## src/rtl/mmio_console_tx.sv

```systemverilog
// mmio_console_tx
//   Memory-mapped console transmitter on the processor data-memory port.
//   Stores to TXDATA push a byte into an output FIFO that a downstream
//   sink drains over valid/ready. The block also exposes STATUS, a
//   free-running cycle counter and, optionally, a dropped-push counter.
//
//   Register window (16 bytes at BASE_ADDR, word index = addr[28:29]):
//     idx0 TXDATA  write pushes data_in[24:31]; reads 0
//     idx1 STATUS  [16:23]=count [29]=overflow (W1C) [30]=full [31]=empty
//     idx2 CYCLES  free-running; a word write loads it
//     idx3 OVFCNT  dropped-push count (saturating); a word write clears it
//
//   Optional feature macro: CONSOLE_OVFCNT_EN
//     defined   -> OVFCNT counter present
//     undefined -> idx3 reads 0, writes are ignored
//
//   Ports (bit 0 is the MSB of every vector):
//     clock, reset            system clock, asynchronous active-high reset
//     addr, data_in           processor byte address and store data
//     write_enable            store strobe
//     mem_byte, mem_half_word access size (neither set = word)
//     sign_extend             sign-extend narrow reads
//     hit, data_out           window decode and read data (combinational)
//     tx_valid, tx_data       FIFO head towards the sink
//     tx_ready                sink accepts the head this cycle
module mmio_console_tx #(
    parameter logic [0:31] BASE_ADDR = 32'hFFFF0000,
    parameter int          DEPTH     = 16,
    parameter int          PTR_W     = 4
) (
    input  logic        clock,
    input  logic        reset,
    input  logic [0:31] addr,
    input  logic [0:31] data_in,
    input  logic        write_enable,
    input  logic        mem_byte,
    input  logic        mem_half_word,
    input  logic        sign_extend,
    output logic        hit,
    output logic [0:31] data_out,
    output logic        tx_valid,
    output logic [0:7]  tx_data,
    input  logic        tx_ready
);

    localparam logic [PTR_W:0]   DEPTH_C = (PTR_W + 1)'(DEPTH);
    localparam logic [PTR_W:0]   CNT_ONE = (PTR_W + 1)'(1);
    localparam logic [PTR_W-1:0] PTR_ONE = PTR_W'(1);

    logic [0:7]       mem [0:DEPTH-1];
    logic [PTR_W-1:0] wr_ptr;
    logic [PTR_W-1:0] rd_ptr;
    logic [PTR_W:0]   count;
    logic             overflow;
    logic [0:31]      cycles;
    logic [0:31]      ovfcnt_rd;

    logic [1:0]  idx;
    logic        is_word;
    logic        full;
    logic        empty;
    logic        txdata_wr;
    logic        push;
    logic        drop;
    logic        pop;
    logic        status_clr;
    logic        cycles_ld;
    logic [0:7]  count8;
    logic [0:31] status;
    logic [0:31] reg_val;

    // Byte offset within a word does not select anything.
    logic unused_addr_bits;
    assign unused_addr_bits = ^addr[30:31];

    assign hit     = (addr[0:27] == BASE_ADDR[0:27]);
    assign idx     = addr[28:29];
    assign is_word = !mem_byte && !mem_half_word;

    assign full  = (count == DEPTH_C);
    assign empty = (count == '0);

    // A push into a full FIFO is dropped even if the sink pops on the same
    // edge: "full" is the state before the edge.
    assign txdata_wr  = hit && write_enable && (idx == 2'd0);
    assign push       = txdata_wr && !full;
    assign drop       = txdata_wr && full;
    assign pop        = tx_valid && tx_ready;
    assign status_clr = hit && write_enable && (idx == 2'd1) && data_in[29];
    assign cycles_ld  = hit && write_enable && (idx == 2'd2) && is_word;

    assign tx_valid = !empty;
    assign tx_data  = empty ? 8'h00 : mem[rd_ptr];

    // FIFO storage is pure data and carries no reset; emptiness is tracked
    // by count, which gates tx_data.
    always_ff @(posedge clock) begin
        if (push) begin
            mem[wr_ptr] <= data_in[24:31];
        end
    end

    always_ff @(posedge clock or posedge reset) begin
        if (reset) begin
            wr_ptr   <= '0;
            rd_ptr   <= '0;
            count    <= '0;
            overflow <= 1'b0;
            cycles   <= '0;
        end else begin
            if (push) begin
                wr_ptr <= wr_ptr + PTR_ONE;
            end
            if (pop) begin
                rd_ptr <= rd_ptr + PTR_ONE;
            end
            case ({push, pop})
                2'b10:   count <= count + CNT_ONE;
                2'b01:   count <= count - CNT_ONE;
                default: count <= count;
            endcase
            // A new drop wins over a simultaneous clear.
            if (drop) begin
                overflow <= 1'b1;
            end else if (status_clr) begin
                overflow <= 1'b0;
            end
            if (cycles_ld) begin
                cycles <= data_in;
            end else begin
                cycles <= cycles + 32'd1;
            end
        end
    end

`ifdef CONSOLE_OVFCNT_EN
    logic [0:31] ovfcnt;
    logic        ovfcnt_clr;

    assign ovfcnt_clr = hit && write_enable && (idx == 2'd3) && is_word;

    always_ff @(posedge clock or posedge reset) begin
        if (reset) begin
            ovfcnt <= '0;
        end else if (ovfcnt_clr) begin
            ovfcnt <= '0;
        end else if (drop && (ovfcnt != 32'hFFFFFFFF)) begin
            ovfcnt <= ovfcnt + 32'd1;
        end
    end

    assign ovfcnt_rd = ovfcnt;
`else
    assign ovfcnt_rd = '0;
`endif

    assign count8 = 8'(count);
    assign status = {16'h0000, count8, 5'b00000, overflow, full, empty};

    always_comb begin
        reg_val = '0;
        case (idx)
            2'd0:    reg_val = '0;
            2'd1:    reg_val = status;
            2'd2:    reg_val = cycles;
            default: reg_val = ovfcnt_rd;
        endcase
    end

    // Narrow reads take the low-order byte/halfword of the register.
    always_comb begin
        data_out = '0;
        if (hit) begin
            if (mem_byte) begin
                data_out = {{24{sign_extend & reg_val[24]}}, reg_val[24:31]};
            end else if (mem_half_word) begin
                data_out = {{16{sign_extend & reg_val[16]}}, reg_val[16:31]};
            end else begin
                data_out = reg_val;
            end
        end
    end

endmodule
```

## config.mk

```make
export PLATFORM = sky130hd
export DESIGN_NAME = mmio_console_tx
export DESIGN_NICKNAME = d
export VERILOG_FILES = /design/src/rtl/mmio_console_tx.sv
export SDC_FILE = /design/constraint.sdc
export NUM_CORES = 1
export LEC_CHECK = 0
export ABC_AREA = 1
export CAP_MARGIN = 40
export CORE_ASPECT_RATIO = 1.4
export CORE_MARGIN = 5
export CORE_UTILIZATION = 52
export DETAILED_ROUTE_END_ITERATION = 8
export PLACE_DENSITY = 0.87
export REMOVE_ABC_BUFFERS = 1
export SKIP_LAST_GASP = 1
export SLEW_MARGIN = 20
export SYNTH_ARGS = -nofsm -noshare
export SYNTH_HDL_FRONTEND = slang
export SYNTH_SLANG_ARGS = --single-unit
```

## constraint.sdc

```tcl
create_clock -name clock -period 3.1 [get_ports clock]
set_clock_uncertainty 0.05 [all_clocks]
set_input_delay 0.62 -clock clock [delete_from_list [all_inputs] [get_ports clock]]
set_output_delay 0.62 -clock clock [all_outputs]
set_load 0.02 [all_outputs]
```

==> key figures, run 1 <==
Yosys
  • Flip-flop and latch count after synthesis: 174
  • Post-synth EDFFs: 128
  • Largest area contributor in the netlist: edfxtp_1
  • Cell variety after synth: 38
  • Sequential element share of the synthesized area: 58.8%
  • Top cells by area, synth: edfxtp_1, dfrtp_1, nand2_1, nor2_1, o21ai_0
  • Cells after synthesis: 893
  • Post-synth top area share: 45.3%
  • Commonest register cell after synthesis: edfxtp_1
  • Share of flip-flops with an asynchronous set or reset: 26.4%
  • Mapped cell area: 8490 um2
  • Avg Inst Size Synth: 9.51 um2
  • Yosys warning total: 0

Critical path
  • Element type at the critical path end: primary output
  • Critical R2R Capture: count[4]
  • Worst endpoint data arrival time: 2360 ps
  • CP Launch Type: primary input
  • Class of the most critical setup path: in -> out
  • Worst path required time: 2430 ps
  • Startpoint of the most critical register-to-register path: count[1]
  • Register-to-register setup slack: 490 ps
  • Worst-case reg-to-reg path depth: 15
  • Largest fanout on the critical path: 11

Routing
  • Vias: 7,066
  • Number of iterations in the first detailed-routing pass: 5
  • Number of nets with antenna violations after routing: 0
  • Drt wl/cell: 17.6 um
  • Total wire length: 22,100 um
  • Avg Vias per Cell: 5.64
  • Detailed router's first-iteration violation count: 564
  • DRC violation count after routing: 0

Power
  • Combinational group share of total power: 32.2%
  • Worst-case vdd ir drop: 0.704 mV
  • Power share of the clock group: 30.8%
  • Power per cell area: 667 nW/um2
  • Switching power: 2520 uW
  • Leakage power: 0.00423 uW
  • Sw Ratio: 35.2%
  • Sequential share of power: 37.0%
  • Cell-internal power: 4640 uW

Global route
  • Wire length of the first global-routing pass: 35,700 um
  • Overall Global Routing Usage: 23.4%
  • Number of global-route vias before repair: 7,207
  • Largest net degree at the start of global routing: 50
  • Remaining global-route overflow: 0
  • Number of antenna violations at the first check in global routing: 0

Layout
  • Fraction of final layout cells with drive strength greater than 1: 12.5%
  • Antenna diode count: 0
  • Most frequent standard cell in the layout excluding fill and tap cells: nand2_1
  • Synth-to-Final Area Change: 26.3%
  • Most used cells in the layout excluding fill and tap cells: nand2_1, nor2_1, edfxtp_1
  • Number of nets in the finished design: 1,124

Floorplanning
  • Ports: 113
  • Die boundary width: 118 um
  • Initial core utilization: 52.7%
  • Standard-cell row count: 55
  • Die Area: 19,000 um2
  • Total core area: 16,100 um2
  • Overall die height: 161 um

Timing
  • Highest attainable clock frequency: 330 MHz
  • Worst slew pin tran: 777 ps
  • Final hold slack: 319 ps
  • Time the worst path needs with I/O delays and setup: 3030 ps
  • Number of failing setup endpoints in the final timing report: 0
  • Setup ws final: 65.2 ps
  • Number of max-slew violations in the final report: 0
  • Unrepaired setup endpoints after global routing: yes
  • Final period utilization: 97.9%
  • Final-report hold violation count: 0
  • Slew headroom: 48.1%

Clocking
  • Clk sinks: 174
  • Clock latency of the later-clocked register in the worst-skew pair: 430 ps
  • Register clock-pin slew on the reported worst setup and hold paths: 70 ps
  • Clock buffers created by TritonCTS: 17
  • Clk root buf: clkbuf_16
  • TritonCTS clock tree: built
  • Count of H-tree levels built during CTS: 4
  • Maximum count of clock buffers along a single path: 2

Hold path
  • Worst min-delay path class: in -> async

Run status
  • Outcome: complete, no violations

Place
  • Post-Place Worst Slack: -321 ps
  • Final weighted congestion in routability-driven placement: 0.938
  • Count of buffers inserted at the top-level ports: 110
  • HPWL reported at the end of detailed placement: 15,300 um

Run
  • Total of max-cap violations: 0
[power by group through the flow]
stage	Sequential [uW]	Combinational [uW]	Clock [uW]
finish	2650	2310	2210
global route	2660	2510	2340
CTS	2640	2270	2230
detailed placement	2690	2320	0
global placement	2680	2230	0
floorplan	2800	1200	0
[sequential cells by signal, summed over array words and instances, names as in the netlist]
| signal | count |
|---|---|
| overflow | 1 |
| wr_ptr | 4 |
| count | 5 |
| mem | 128 |
| rd_ptr | 4 |
| cycles | 32 |
[worst max-delay path: stages]
cell and delay (ps):
clkdlybuf4s50_1 460, nand2_1 50, nor2_1 130, nand3_2 130, nor2_4 230, o211ai_4 110, buf_12 160, buf_4 150
a21oi_1 140, clkbuf_2 190
[cell families after synthesis]
kind of cell / synth area share, %
compound gates: 10.2
xor+xnor: 3.82
simple gates: 21.3
flops: 58.8
fa+ha+maj: 1.77
buf+inv: 4.14
[worst max path at each step]
stage,start,end,cells past startpoint
global placement,addr[10],data_out[15],8
detailed placement,addr[3],data_out[12],8
finish,addr[7],data_out[12],10
CTS,addr[14],data_out[12],12
floorplan,rd_ptr[0],tx_data[1],5
global route,addr[29],data_out[12],10
[stage by stage]
stage	power [uW]	cells	setup TNS [ps]	area (um2)	util (%)
2_1_floorplan	4000	855	-3540	8320	-
6_report	7160	1253	0	10700	66.6
3_3_place_gp	4910	1214	-7730	10100	62.6
5_1_grt	7500	1253	-151	10700	66.6
4_1_cts	7150	1250	-148	10700	66.4
3_5_place_dp	5010	1214	-8480	10100	62.6
[layer usage]
metal / part of all wire, % / track usage, % / vias up
met5: 0 / 0 / -
met4: 3.9 / 10.5 / 0
met3: 7.7 / 4.55 / 58
met2: 53 / 42.9 / 364
met1: 36 / 26.1 / 3316
li1: - / - / 3328
[final cells by class]
class | instances | area [um2]
clock buffers | 17 | 425
flip-flops and latches | 174 | 5000
multi-input cells | 634 | 3170
well taps | 199 | 249
clock inverters | 15 | 199
inverters | 47 | 180
fillers | 1205 | 5370
repair buffers | 167 | 1510
[Yosys cell counts, types with 11 or more instances]
cell type  instances
ha_1              12
o21ai_0           59
clkbuf_1          19
nand2_1          224
inv_1             44
a21oi_1           49
edfxtp_1         128
nand3_1           42
o21ai_1           11
xor2_1            25
nor2_1           131
xnor2_1           12
dfrtp_1           46
[what timing repair did]
item	4_1_cts	5_1_grt
hold buffers	0	0
buffers inserted	4	2
resized for setup	62	40
setup endpoints to repair	41	30
pin swaps	3	2
endpoints found under the hold margin	0	0
Note: power is estimated with default switching activity, not from simulation.
==> run 2: changes to the inputs <==
--- a/config.mk
+++ b/config.mk
@@ -11,7 +11,7 @@
 export CORE_MARGIN = 5
 export CORE_UTILIZATION = 52
 export DETAILED_ROUTE_END_ITERATION = 8
-export PLACE_DENSITY = 0.87
+export PLACE_DENSITY = 0.76
 export REMOVE_ABC_BUFFERS = 1
 export SKIP_LAST_GASP = 1
 export SLEW_MARGIN = 20
==> run 2 against run 1 <==
Net effect:
- highest routed layer unchanged
- combinational power hardly changed
- sequential power hardly changed
- non-clock buffer count grew 12
- critical path type unchanged
- sequential share of layout area down 1.1 points
- power down 1.6%
==> key figures, run 2 (synthesis gave the netlist of run 1 again) <==
Run status
  • Outcome: complete, no violations (unchanged)

Place
  • Post-placement cell count: 1,225 (was 1,214)
  • HPWL reported at the end of detailed placement: 15,900 um (was 15,300 um)
  • Total cell area at the placement stage: 10,200 um2 (was 10,100 um2)
  • Count of buffers inserted at the top-level ports: 110 (unchanged)
  • Final weighted congestion in routability-driven placement: 0.949 (was 0.938)

Critical path
  • Cell-by-cell trace of the critical path: clkdlybuf4s50_1, nor2_1, nand2_1, nor2_1, nand2_2, nor2_4, buf_6, buf_6, o211ai_4, clkbuf_16, a21oi_2, buf_6 (was clkdlybuf4s50_1, nand2_1, nor2_1, nand3_2, nor2_4, o211ai_4, buf_12, buf_4, a21oi_1, clkbuf_2)
  • Worst path required time: 2430 ps (about the same)
  • Cell with the largest stage delay on the worst path: clkdlybuf4s50_1 (unchanged)
  • Class of the most critical setup path: in -> out (unchanged)
  • Most common cell type on the critical path: buf_6
  • Critical Path Source: addr[20] (was addr[7])
  • CP Launch Type: primary input (unchanged)
  • Worst endpoint data arrival time: 2380 ps (was 2360 ps)
  • Startpoint of the most critical register-to-register path: count[1] (unchanged)
  • Element type at the critical path end: primary output (unchanged)
  • Largest stage delay, worst path: 400 ps (was 460 ps)
  • Worst-case reg-to-reg path depth: 14 (was 15)
  • Largest fanout on the critical path: 8 (was 11)

Layout
  • Fraction of final layout cells with drive strength greater than 1: 15.7% (was 12.5%)
  • Number of nets in the finished design: 1,136 (was 1,124)
  • Max FFs per register: 128 (unchanged)
  • Post-route design area: 11,000 um2 (was 10,700 um2)
  • Sequential cell area: 5000 um2 (unchanged)
  • Number of fill cells: 1,233 (was 1,205)
  • Regs by FF count: mem (128), cycles (32), count (5) (unchanged)
  • Synth-to-Final Area Change: 29.3% (was 26.3%)
  • Most used cells in the layout excluding fill and tap cells: nand2_1, nor2_1, edfxtp_1 (unchanged)
  • Number of standard cells in the final layout excluding fillers: 1,265 (was 1,253)
  • Area used by multi-input combinational logic: 3290 um2 (was 3170 um2)
  • Largest register by flop count: mem (unchanged)
  • Most frequent standard cell in the layout excluding fill and tap cells: nand2_1 (unchanged)
  • Antenna diode count: 0 (unchanged)

Clocking
  • Clock buffers created by TritonCTS: 17 (unchanged)
  • Clock latency of the later-clocked register in the worst-skew pair: 420 ps (was 430 ps)
  • Clk root buf: clkbuf_16 (unchanged)
  • TritonCTS clock tree: built (unchanged)
  • Count of H-tree levels built during CTS: 4 (unchanged)
  • Clk sinks: 174 (unchanged)
  • Register clock-pin slew on the reported worst setup and hold paths: 70 ps (about the same)
  • Maximum count of clock buffers along a single path: 2 (unchanged)

Power
  • Sw Ratio: 35.2% (about the same)
  • Power share of the clock group: 29.6% (was 30.8%)
  • Switching power: 2480 uW (was 2520 uW)
  • Power per cell area: 641 nW/um2 (was 667 nW/um2)
  • Leakage power: 0.00448 uW (was 0.00423 uW)
  • Sequential share of power: 37.7% (was 37.0%)
  • Cell-internal power: 4560 uW (was 4640 uW)
  • Combinational group share of total power: 32.8% (was 32.2%)
  • Worst-case vdd ir drop: 0.610 mV (was 0.704 mV)

Timing
  • Unrepaired setup endpoints after global routing: yes (unchanged)
  • Slew headroom: 49.8% (was 48.1%)
  • Worst slew pin tran: 750 ps (was 777 ps)
  • Final period utilization: 98.5% (was 97.9%)
  • Number of max-slew violations in the final report: 0 (unchanged)
  • Sum of negative setup slack: 0 ps (unchanged)
  • Final hold slack: 437 ps (was 319 ps)
  • Final-report hold violation count: 0 (unchanged)
  • Highest attainable clock frequency: 328 MHz (was 330 MHz)
  • Time the worst path needs with I/O delays and setup: 3050 ps (was 3030 ps)
  • Number of failing setup endpoints in the final timing report: 0 (unchanged)

Routing
  • Drt wl/cell: 18.3 um (was 17.6 um)
  • Number of iterations in the first detailed-routing pass: 5 (unchanged)
  • Total wire length: 23,200 um (was 22,100 um)
  • Detailed router's first-iteration violation count: 584 (was 564)
  • Avg Vias per Cell: 5.54 (was 5.64)
  • Vias: 7,003 (was 7,066)
  • DRC violation count after routing: 0 (unchanged)
  • Number of nets with antenna violations after routing: 0 (unchanged)

Hold path
  • Worst min-delay path class: in -> async (unchanged)

Global route
  • Number of antenna violations at the first check in global routing: 0 (unchanged)
  • Largest net degree at the start of global routing: 49 (was 50)
  • Number of global-route vias before repair: 7,208 (was 7,207)
  • Remaining global-route overflow: 0 (unchanged)
  • Wire length of the first global-routing pass: 36,900 um (was 35,700 um)
  • Overall Global Routing Usage: 24.4% (was 23.4%)

Floorplanning
  • Die boundary width: 118 um (unchanged)
  • Ports: 113 (unchanged)
  • Total core area: 16,100 um2 (unchanged)
  • Overall die height: 161 um (unchanged)
  • Initial core utilization: 52.7% (unchanged)
  • Die Area: 19,000 um2 (unchanged)
  • Standard-cell row count: 55 (unchanged)

Run
  • Total of max-cap violations: 0 (unchanged)
## run 2: power groups by stage
stage | Sequential (uW) | Combinational (uW) | Clock, uW
floorplan | 2800 | 1200 | 0
global placement | 2690 | 2260 | 0
detailed placement | 2700 | 2320 | 0
CTS | 2650 | 2280 | 2110
global route | 2660 | 2550 | 2210
finish | 2650 | 2310 | 2080
## run 2: per-layer routing
layer  vias to the layer above  global-route usage [%]  share of wire, %
met5                         -                       0                 0
met4                         0                    10.7               4.2
met1                      3298                    27.4                35
met2                       283                    45.2                55
met3                        70                    3.96               5.3
li1                       3352                       -                 -
## run 2: what timing repair did
action                                  CTS  global route
gates cloned                              0             1
gates resized for setup                  92            86
pin swaps                                 1            21
endpoints found under the setup margin   42            30
hold buffers                              0             0
setup buffers                             3             4
## run 2: layout make-up
type,instances,share of cell area (%)
clock inverters,15,1.39
repair buffers,179,15.4
clock buffers,17,3.87
well taps,199,2.27
inverters,47,1.64
multi-input cells,634,30.0
flip-flops and latches,174,45.5
## run 2: worst max-delay path: cells and delay by family
kind | cells | cell delay, ps
AO/OA/AOI/OAI | 2 | 230
buffers and inverters | 5 | 960
AND/OR/NAND/NOR | 5 | 570
## run 2: worst paths after layout
check                           slack [ps]           to
worst max-delay path                    50  data_out[1]
worst min-delay path                   440    rd_ptr[0]
worst max register to register         420     count[4]
worst min register to register         440     overflow
max in group asynchronous             1960    cycles[5]
min in group clock                     440     overflow
## run 2: through the flow
stage / total power (uW) / setup slack, ps / utilization [%]
after global placement: 4950 / -351 / 63.2
final: 7040 / 46.7 / 68.2
after global routing: 7420 / -40.1 / 68.2
after detailed placement: 5020 / -393 / 63.2
after floorplan: 4000 / -443 / -
after CTS: 7030 / -169 / 66.3
==> run 3: changes to the inputs <==
--- a/config.mk
+++ b/config.mk
@@ -9,9 +9,9 @@
 export CAP_MARGIN = 40
 export CORE_ASPECT_RATIO = 1.4
 export CORE_MARGIN = 5
-export CORE_UTILIZATION = 52
+export CORE_UTILIZATION = 40
 export DETAILED_ROUTE_END_ITERATION = 8
-export PLACE_DENSITY = 0.76
+export HOLD_SLACK_MARGIN = 0.02
 export REMOVE_ABC_BUFFERS = 1
 export SKIP_LAST_GASP = 1
 export SLEW_MARGIN = 20
==> run 3 against run 2 <==
Net effect:
- sequential share of layout area rose by 0.64 points
- clock power is essentially flat
- cell area decreased by 1.4%
- maximum frequency grew 1.4%
- critical path type unchanged
- largest cell class unchanged
- largest power group unchanged
==> key figures, run 3 (synthesis gave the netlist of run 1 again) <==
Run status
  • Outcome: complete, no violations (unchanged)

Timing
  • Number of failing setup endpoints in the final timing report: 0 (unchanged)
  • Worst slew pin tran: 689 ps (was 750 ps)
  • Final-report hold violation count: 0 (unchanged)
  • Number of max-slew violations in the final report: 0 (unchanged)
  • Time the worst path needs with I/O delays and setup: 3010 ps (was 3050 ps)
  • Final period utilization: 97.2% (was 98.5%)
  • Slew headroom: 53.9% (was 49.8%)
  • Unrepaired setup endpoints after global routing: no (was yes)
  • Highest attainable clock frequency: 332 MHz (was 328 MHz)
  • Sum of negative setup slack: 0 ps (unchanged)

Place
  • Final weighted congestion in routability-driven placement: 0.919 (was 0.949)
  • Post-placement cell count: 1,288 (was 1,225)
  • Count of buffers inserted at the top-level ports: 110 (unchanged)
  • HPWL reported at the end of detailed placement: 16,100 um (was 15,900 um)

Hold path
  • Worst min-delay path class: in -> async (unchanged)

Clocking
  • TritonCTS clock tree: built (unchanged)
  • Count of H-tree levels built during CTS: 4 (unchanged)
  • Clock latency of the later-clocked register in the worst-skew pair: 430 ps (was 420 ps)
  • Register clock-pin slew on the reported worst setup and hold paths: 70 ps (about the same)
  • Maximum count of clock buffers along a single path: 2 (unchanged)
  • Clk sinks: 174 (unchanged)
  • Clock buffers created by TritonCTS: 17 (unchanged)
  • Clk root buf: clkbuf_16 (unchanged)

Layout
  • Most used cells in the layout excluding fill and tap cells: nand2_1, nor2_1, edfxtp_1 (unchanged)
  • Regs by FF count: mem (128), cycles (32), count (5) (unchanged)
  • Number of standard cells in the final layout excluding fillers: 1,323 (was 1,265)
  • Synth-to-Final Area Change: 27.6% (was 29.3%)
  • Most frequent standard cell in the layout excluding fill and tap cells: nand2_1 (unchanged)
  • Number of nets in the finished design: 1,133 (was 1,136)
  • Max FFs per register: 128 (unchanged)
  • Fraction of final layout cells with drive strength greater than 1: 14.0% (was 15.7%)
  • Largest register by flop count: mem (unchanged)
  • Antenna diode count: 0 (unchanged)

Run
  • Total of max-cap violations: 0 (unchanged)

Critical path
  • Cell with the largest stage delay on the worst path: clkdlybuf4s50_1 (unchanged)
  • CP Launch Type: primary input (unchanged)
  • Cell-by-cell trace of the critical path: clkdlybuf4s50_1, inv_1, ha_4, clkinvlp_4, nor4_2, buf_4, dlygate4sd2_1 (was clkdlybuf4s50_1, nor2_1, nand2_1, nor2_1, nand2_2, nor2_4, buf_6, buf_6, o211ai_4, clkbuf_16, a21oi_2, buf_6)
  • Class of the most critical setup path: in -> out (unchanged)
  • Worst path required time: 2430 ps (about the same)
  • Element type at the critical path end: primary output (unchanged)
  • Worst endpoint data arrival time: 2340 ps (was 2380 ps)
  • Largest stage delay, worst path: 420 ps (was 400 ps)
  • Largest fanout on the critical path: 6 (was 8)

Global route
  • Wire length of the first global-routing pass: 35,600 um (was 36,900 um)
  • Overall Global Routing Usage: 18.7% (was 24.4%)
  • Largest net degree at the start of global routing: 53 (was 49)
  • Number of antenna violations at the first check in global routing: 0 (unchanged)
  • Number of global-route vias before repair: 6,852 (was 7,208)
  • Remaining global-route overflow: 0 (unchanged)

Floorplanning
  • Ports: 113 (unchanged)
  • Standard-cell row count: 63 (was 55)
  • Die Area: 24,300 um2 (was 19,000 um2)
  • Overall die height: 182 um (was 161 um)
  • Initial core utilization: 40.4% (was 52.7%)
  • Total core area: 21,000 um2 (was 16,100 um2)
  • Die boundary width: 133 um (was 118 um)

Routing
  • Avg Vias per Cell: 5.07 (was 5.54)
  • Detailed router's first-iteration violation count: 369 (was 584)
  • Vias: 6,705 (was 7,003)
  • Drt wl/cell: 16.9 um (was 18.3 um)
  • Number of iterations in the first detailed-routing pass: 5 (unchanged)
  • Number of nets with antenna violations after routing: 0 (unchanged)
  • Total wire length: 22,400 um (was 23,200 um)
  • DRC violation count after routing: 0 (unchanged)

Power
  • Switching power: 2520 uW (was 2480 uW)
  • Combinational group share of total power: 32.7% (was 32.8%)
  • Cell-internal power: 4540 uW (was 4560 uW)
  • Leakage power: 0.00425 uW (was 0.00448 uW)
  • Sequential share of power: 37.5% (was 37.7%)
  • Power share of the clock group: 29.9% (was 29.6%)
  • Power per cell area: 652 nW/um2 (was 641 nW/um2)
  • Sw Ratio: 35.7% (was 35.2%)
  • Worst-case vdd ir drop: 0.399 mV (was 0.610 mV)
[run 3: changes by cell type in the layout (fill, tap and decap cells not counted), moves of 3 or more]
cell,change
a21oi_1,+16
buf_4,-14
clkinv_8,+3
a21oi_4,-3
buf_6,-6
dlymetal6s2s_1,-22
buf_2,+14
dlygate4sd2_1,-8
clkdlybuf4s50_1,+22
clkinvlp_4,-3
clkbuf_2,+6
a21oi_2,-13
[run 3: path summary, 6_finish.rpt]
path | from | endpoint | cells past startpoint | slack [ps]
max | addr[29] | data_out[28] | 7 | 90
min | reset | rd_ptr[0] | 2 | 460
max in group asynchronous | reset | cycles[10] | 3 | 1920
min in group clock | overflow | overflow | 2 | 470
min reg2reg | overflow | overflow | 2 | 470
max reg2reg | count[3] | count[4] | 14 | 520
[run 3: cell type report]
| type | instances | area, um2 |
|---|---|---|
| sequential | 174 | 5000 |
| multi-input combinational | 634 | 3190 |
| timing repair buffer | 176 | 1550 |
| inverter | 47 | 180 |
| fill | 1955 | 10200 |
| tap | 260 | 325 |
| clock inverter | 15 | 171 |
| clock buffer | 17 | 425 |
[run 3: what timing repair did]
item	4_1_cts	5_1_grt
hold buffers	0	0
pin swaps	0	0
resized for setup	76	45
setup endpoints to repair	40	38
cloned	0	0
buffers inserted	0	3
[run 3: critical path, delay by kind of cell]
kind | cells | cell delay, ps
adders and majority gates | 1 | 220
buffers and inverters | 5 | 1220
and+or+nand+nor | 1 | 290
[run 3: power by group through the flow]
stage               registers, uW  clock network (uW)  logic (uW)
global placement             2690                   0        2350
CTS                          2650                2160        2310
global route                 2660                2250        2570
floorplan                    2800                   0        1200
finish                       2650                2110        2310
detailed placement           2690                   0        2370
[run 3: metrics by stage]
stage	hold WS [ps]	cell area [um2]	setup WS [ps]	total power (uW)	utilization [%]
final	461	10800	87.9	7060	51.5
after global routing	500	10800	8.56	7480	51.5
after CTS	459	10900	-229	7110	51.8
after detailed placement	451	10300	-408	5070	48.9
after global placement	421	10300	-340	5050	48.9
after floorplan	403	8320	-443	4000	-
[run 3: per-layer routing]
metal | up-vias | GRT usage [%] | wire, um
met3 | 39 | 3.36 | 873
met5 | - | 0 | 0
met2 | 167 | 34.9 | 12100
met1 | 3138 | 21.3 | 8830
li1 | 3361 | - | -
met4 | 0 | 6.67 | 601
